## config.mk

```make
export PLATFORM = sky130hd
export DESIGN_NAME = bnn_serial_score_ctrl
export DESIGN_NICKNAME = d
export VERILOG_FILES = /design/src/rtl/bnn_serial_score_ctrl.sv
export SDC_FILE = /design/constraint.sdc
export NUM_CORES = 1
export LEC_CHECK = 0
export ABC_AREA = 1
export CORE_AREA = 2 2 106 108
export DETAILED_ROUTE_END_ITERATION = 6
export DIE_AREA = 0 0 108 110
export PLACE_DENSITY = 0.74
export SLEW_MARGIN = 0
export SYNTH_ARGS = -nofsm -noshare
export SYNTH_HDL_FRONTEND = slang
export SYNTH_SLANG_ARGS = --single-unit
```

## constraint.sdc

```tcl
create_clock -name clk -period 2.4 [get_ports clk]
set_input_delay 0.6 -clock clk [delete_from_list [all_inputs] [get_ports clk]]
set_output_delay 0.6 -clock clk [all_outputs]
set_load 0.03 [all_outputs]
```

## src/rtl/bnn_serial_score_ctrl.sv

```systemverilog
// ============================================================================
// bnn_serial_score_ctrl: serial XNOR/popcount class scoring with serial argmax
// Revision: 1.0
// ============================================================================
`timescale 1ns/1ps
`default_nettype none

module bnn_serial_score_ctrl #(
  parameter int                                HIDDEN_CNT = 40,
  parameter int                                CLASS_CNT  = 6,
  parameter logic [CLASS_CNT*HIDDEN_CNT-1:0]   WEIGHTS    = '0,
  parameter int                                SUM_BITS   = $clog2(HIDDEN_CNT + 1),
  parameter int                                IDX_BITS   = (CLASS_CNT > 1) ? $clog2(CLASS_CNT) : 1
) (
  input  logic                  clk,
  input  logic                  rst,
  input  logic                  in_valid,
  output logic                  in_ready,
  input  logic [HIDDEN_CNT-1:0] hidden_in,
  output logic                  out_valid,
  input  logic                  out_ready,
  output logic [IDX_BITS-1:0]   prediction,
  output logic [SUM_BITS-1:0]   score_max,
  output logic                  busy
);

  localparam int BIT_BITS = (HIDDEN_CNT > 1) ? $clog2(HIDDEN_CNT) : 1;
  localparam logic [BIT_BITS-1:0] c_last_bit   = BIT_BITS'(HIDDEN_CNT - 1);
  localparam logic [IDX_BITS-1:0] c_last_class = IDX_BITS'(CLASS_CNT - 1);

  typedef enum logic [1:0] {
    S_IDLE   = 2'd0,
    S_ACCUM  = 2'd1,
    S_ARGMAX = 2'd2,
    S_DONE   = 2'd3
  } state_t;

  state_t                state_q, state_d;
  logic [HIDDEN_CNT-1:0] hid_q, hid_d;
  logic [SUM_BITS-1:0]   score_q [CLASS_CNT];
  logic [SUM_BITS-1:0]   score_d [CLASS_CNT];
  logic [BIT_BITS-1:0]   bit_idx_q, bit_idx_d;
  logic [IDX_BITS-1:0]   class_idx_q, class_idx_d;
  logic [SUM_BITS-1:0]   best_q, best_d;
  logic [IDX_BITS-1:0]   best_idx_q, best_idx_d;
  logic [IDX_BITS-1:0]   prediction_q, prediction_d;
  logic [SUM_BITS-1:0]   score_max_q, score_max_d;
  logic                  out_valid_q, out_valid_d;

  logic [CLASS_CNT-1:0]  w_match;
  logic [SUM_BITS-1:0]   w_cur_score;
  logic                  w_take;
  logic [SUM_BITS-1:0]   w_best;
  logic [IDX_BITS-1:0]   w_best_idx;

  // One weight row per class; every class compares against the same hidden bit.
  for (genvar c = 0; c < CLASS_CNT; c++) begin : g_match
    localparam logic [HIDDEN_CNT-1:0] c_row = WEIGHTS[c*HIDDEN_CNT +: HIDDEN_CNT];
    assign w_match[c] = ~(hid_q[bit_idx_q] ^ c_row[bit_idx_q]);
  end

  // Strict compare keeps the earliest class on ties; class 0 always seeds.
  assign w_cur_score = score_q[class_idx_q];
  assign w_take      = (class_idx_q == '0) || (w_cur_score > best_q);
  assign w_best      = w_take ? w_cur_score : best_q;
  assign w_best_idx  = w_take ? class_idx_q : best_idx_q;

  always_comb begin
    state_d      = state_q;
    hid_d        = hid_q;
    score_d      = score_q;
    bit_idx_d    = bit_idx_q;
    class_idx_d  = class_idx_q;
    best_d       = best_q;
    best_idx_d   = best_idx_q;
    prediction_d = prediction_q;
    score_max_d  = score_max_q;
    out_valid_d  = out_valid_q;

    case (state_q)
      S_IDLE: begin
        if (in_valid) begin
          hid_d     = hidden_in;
          bit_idx_d = '0;
          for (int c = 0; c < CLASS_CNT; c++) begin
            score_d[c] = '0;
          end
          state_d = S_ACCUM;
        end
      end

      S_ACCUM: begin
        for (int c = 0; c < CLASS_CNT; c++) begin
          score_d[c] = score_q[c] + SUM_BITS'(w_match[c]);
        end
        if (bit_idx_q == c_last_bit) begin
          bit_idx_d   = '0;
          class_idx_d = '0;
          best_d      = '0;
          best_idx_d  = '0;
          state_d     = S_ARGMAX;
        end else begin
          bit_idx_d = bit_idx_q + 1'b1;
        end
      end

      S_ARGMAX: begin
        best_d     = w_best;
        best_idx_d = w_best_idx;
        if (class_idx_q == c_last_class) begin
          class_idx_d  = '0;
          prediction_d = w_best_idx;
          score_max_d  = w_best;
          out_valid_d  = 1'b1;
          state_d      = S_DONE;
        end else begin
          class_idx_d = class_idx_q + 1'b1;
        end
      end

      S_DONE: begin
        if (out_ready) begin
          out_valid_d = 1'b0;
          state_d     = S_IDLE;
        end
      end

      default: state_d = S_IDLE;
    endcase
  end

  always_ff @(posedge clk) begin
    if (rst) begin
      state_q      <= S_IDLE;
      hid_q        <= '0;
      score_q      <= '{default: '0};
      bit_idx_q    <= '0;
      class_idx_q  <= '0;
      best_q       <= '0;
      best_idx_q   <= '0;
      prediction_q <= '0;
      score_max_q  <= '0;
      out_valid_q  <= 1'b0;
    end else begin
      state_q      <= state_d;
      hid_q        <= hid_d;
      score_q      <= score_d;
      bit_idx_q    <= bit_idx_d;
      class_idx_q  <= class_idx_d;
      best_q       <= best_d;
      best_idx_q   <= best_idx_d;
      prediction_q <= prediction_d;
      score_max_q  <= score_max_d;
      out_valid_q  <= out_valid_d;
    end
  end

  assign in_ready   = (state_q == S_IDLE) && !rst;
  assign busy       = (state_q != S_IDLE);
  assign out_valid  = out_valid_q;
  assign prediction = prediction_q;
  assign score_max  = score_max_q;

endmodule

`default_nettype wire

```

==> flow_summary.yaml <==
global_route:
  grtUsageMet3_pct: 4.59
  grt_usage_pct: 22.1
  use_met2_pct: 38.3
  overflow: 0
  grt_pass1_vias: 4719
  top_usage_layer: "met2"
  met1_usage_pct: 26.9
  antenna_found_initial: 0
  grt_pass1_wl_um: 21100
  grt_max_degree: 42
power_and_ir_drop:
  netSwitchingFraction_pct: 39.8
  intPower_uw: 3510
  power_frac_seq_pct: 38.4
  max-vdd-ir-drop_mv: 0.437
  power_density_nw_per_um2: 871
  pwr-share-clk_pct: 19.7
  p_comb_share_pct: 41.9
  p_leak_uw: 0.00272
  p_switching_uw: 2320
critical_path:
  crit_fanout: 8
  worstSetupPathType: "reg2reg"
  worstPathArrival_ps: 2700
  required_ps: 2710
  cp-start-kind: "flip-flop"
  endpoint_kind: "flip-flop"
logic_synthesis:
  yosysSeqAreaShare_pct: 39.9
  synthCells: 785
  ys_types: 35
  synth_area_um2: 5310
  async_reset_ff_share_pct: 0
  ys_ff_latch: 106
  yosys_warnings: 0
  syn_nets: 852
  synth-main-ff-cell: "dfxtp_1"
  syn_area_per_cell_um2: 6.77
  synth_edf_count: 0
worst_hold_path:
  worstHoldPathType: "reg2reg"
clock_network:
  clock_latency_ps: 390
  tritoncts: "yes"
  clockRootBuffer: "clkbuf_8"
  cts_buffers: 9
  clk_pin_slew_worst_paths_ps: 100
  ctsHoldBuffers: 0
  cts_sinks: 106
  htreeDepth: 3
  clockBufferDepth: 2
finish:
  insertedDiodeCount: 0
  layout.nets: 912
  final_cells: 990
  area_delta_synth_final_pct: 25.9
  final_cell_mix: "186 x nand2_1, 106 x nor2_1, 103 x dfxtp_1, 60 x o21ai_0, 55 x nand3_1"
  layout-drive-gt1-share_pct: 13.8
  final_common_cell: "nand2_1"
  fin_util_pct: 62.5
floorplan:
  dieArea_um2: 11900
  dieWidth_um: 108
  initial_utilization_pct: 49.7
  coreArea_um2: 10700
  die_height_um: 110
  pin_count: 56
  num_rows: 38
detailed_routing:
  drtIter0Drc: 224
  postRouteAntennaNets: 0
  drc_errors: 0
  wire_per_inst_um: 13.6
  via_per_inst: 5.23
  vias: 5181
  routed_wl_um: 13500
  dr.pass1.iters: 5
job:
  drv_cap: 0
sta:
  setup-violations-final: 0
  post-route-min-period_ps: 2380
  timing.fmax_ghz: 0.419
  rsz0062_at_grt: "yes"
  finalWorstSetupSlack_ps: 15.5
  finalMaxSlewViolations: 0
  skew_ps: 9.96
  setup_tns_ps: 0
  fin_crit_sh_pct: 99.4
  whs_ps: 451
  final-hold-violation-count: 0
  maxSlewHeadroom_pct: 56.6
  tightestPinTransition_ps: 648
placement:
  io_buffers: 55
  detailedPlace.worstSlack_ps: -28.9
  place_inst: 965
  place.gp.congestion: 0.914
  dp_hpwl_um: 8960
run_status:
  status: "complete, no violations"
## routing by layer
metal	share of wire (%)	wire length, um
met5	0	0
met4	2.4	321
met3	4.5	612
met2	50	6730
met1	43	5820
## power by group through the flow
stage | logic (uW) | clock network (uW) | registers, uW
2_1_floorplan | 1490 | 0 | 2200
3_3_place_gp | 2040 | 0 | 2230
3_5_place_dp | 2100 | 0 | 2240
4_1_cts | 2110 | 1170 | 2200
6_report | 2440 | 1150 | 2240
5_1_grt | 2750 | 1240 | 2270
## flip-flops by register name, indices dropped and copies added, names as in the netlist
name         cells
best_idx_q       3
best_q           6
bit_idx_q        6
class_idx_q      3
hid_q           40
out_valid        1
prediction       3
score_max        6
score_q         36
state_q          2
## worst paths after layout
check | slack, ps | endpoint | startpoint | cells past startpoint
setup reg to reg | 20 | best_q[3]$_SDFFE_PP0P_ | class_idx_q[0]$_SDFFE_PP0P_ | 17
setup / recovery | 20 | best_q[3]$_SDFFE_PP0P_ | class_idx_q[0]$_SDFFE_PP0P_ | 17
hold reg to reg | 450 | score_q[9]$_SDFFE_PP0P_ | score_q[9]$_SDFFE_PP0P_ | 1
hold / removal | 450 | score_q[9]$_SDFFE_PP0P_ | score_q[9]$_SDFFE_PP0P_ | 1
## worst max-delay path, stage by stage (launching register included)
cell and delay, ps:
dfxtp_4 390, clkinvlp_4 170, nand2_1 110, nand2_1 50, nand2_1 70, nand2_2 70, a21oi_2 200, inv_2 80
ha_4 280, nand2_2 70, nor2_4 130, nand2_2 50, nand3_2 90, nand2_4 80, buf_6 130, nand3_1 80
nand3_1 100, a21oi_1 160
## per-stage QoR
stage                     instance area, um^2  power, uW
after global routing                     6690       6260
after global placement                   6090       4260
after CTS                                6300       5480
after floorplan                          5310       3690
final                                    6690       5830
after detailed placement                 6090       4340
## timing repair
| action | 4_1_cts | 5_1_grt |
|---|---|---|
| endpoints found under the setup margin | 12 | 31 |
| setup buffers | 0 | 7 |
| cloned | 0 | 3 |
| hold endpoints to repair | 0 | 0 |
| pin swaps | 0 | 30 |
| resized for setup | 5 | 79 |
## synth_stat cells (3+ instances only)
cell type,n,area [um^2]
o21ai_0,65,325
nand2_1,195,732
o21a_1,14,105
and3_1,6,37.5
nand3_1,64,320
dfxtp_1,106,2120
clkbuf_1,26,97.6
buf_2,9,45.0
o21ai_1,5,25.0
nand3b_1,3,22.5
nor2_1,112,420
nor3_1,12,60.1
inv_2,3,11.3
ha_1,23,288
a21oi_1,59,295
inv_1,60,225
## cells by family (layout without fill, tap and decap cells)
family                   Yosys count  count (layout)  synth area share, %
AND/OR/NAND/NOR                  400             400                 31.2
AO/OA/AOI/OAI                    152             152                 15.5
flip-flops                       106             106                 39.9
buffers and inverters            103             168                 7.77
adder cells (fa/ha/maj)           23              23                 5.42
multiplexers                       1               1                0.188
## cell type report
| cell class | instances | area [um^2] |
|---|---|---|
| tap | 140 | 175 |
| multi-input combinational | 576 | 3050 |
| clock inverter | 6 | 72.6 |
| sequential | 106 | 2130 |
| timing repair inverter | 1 | 7.51 |
| timing repair buffer | 87 | 866 |
| inverter | 64 | 255 |
| clock buffer | 10 | 128 |
| fill | 964 | 4010 |
Power figures use the tool's default switching activity.
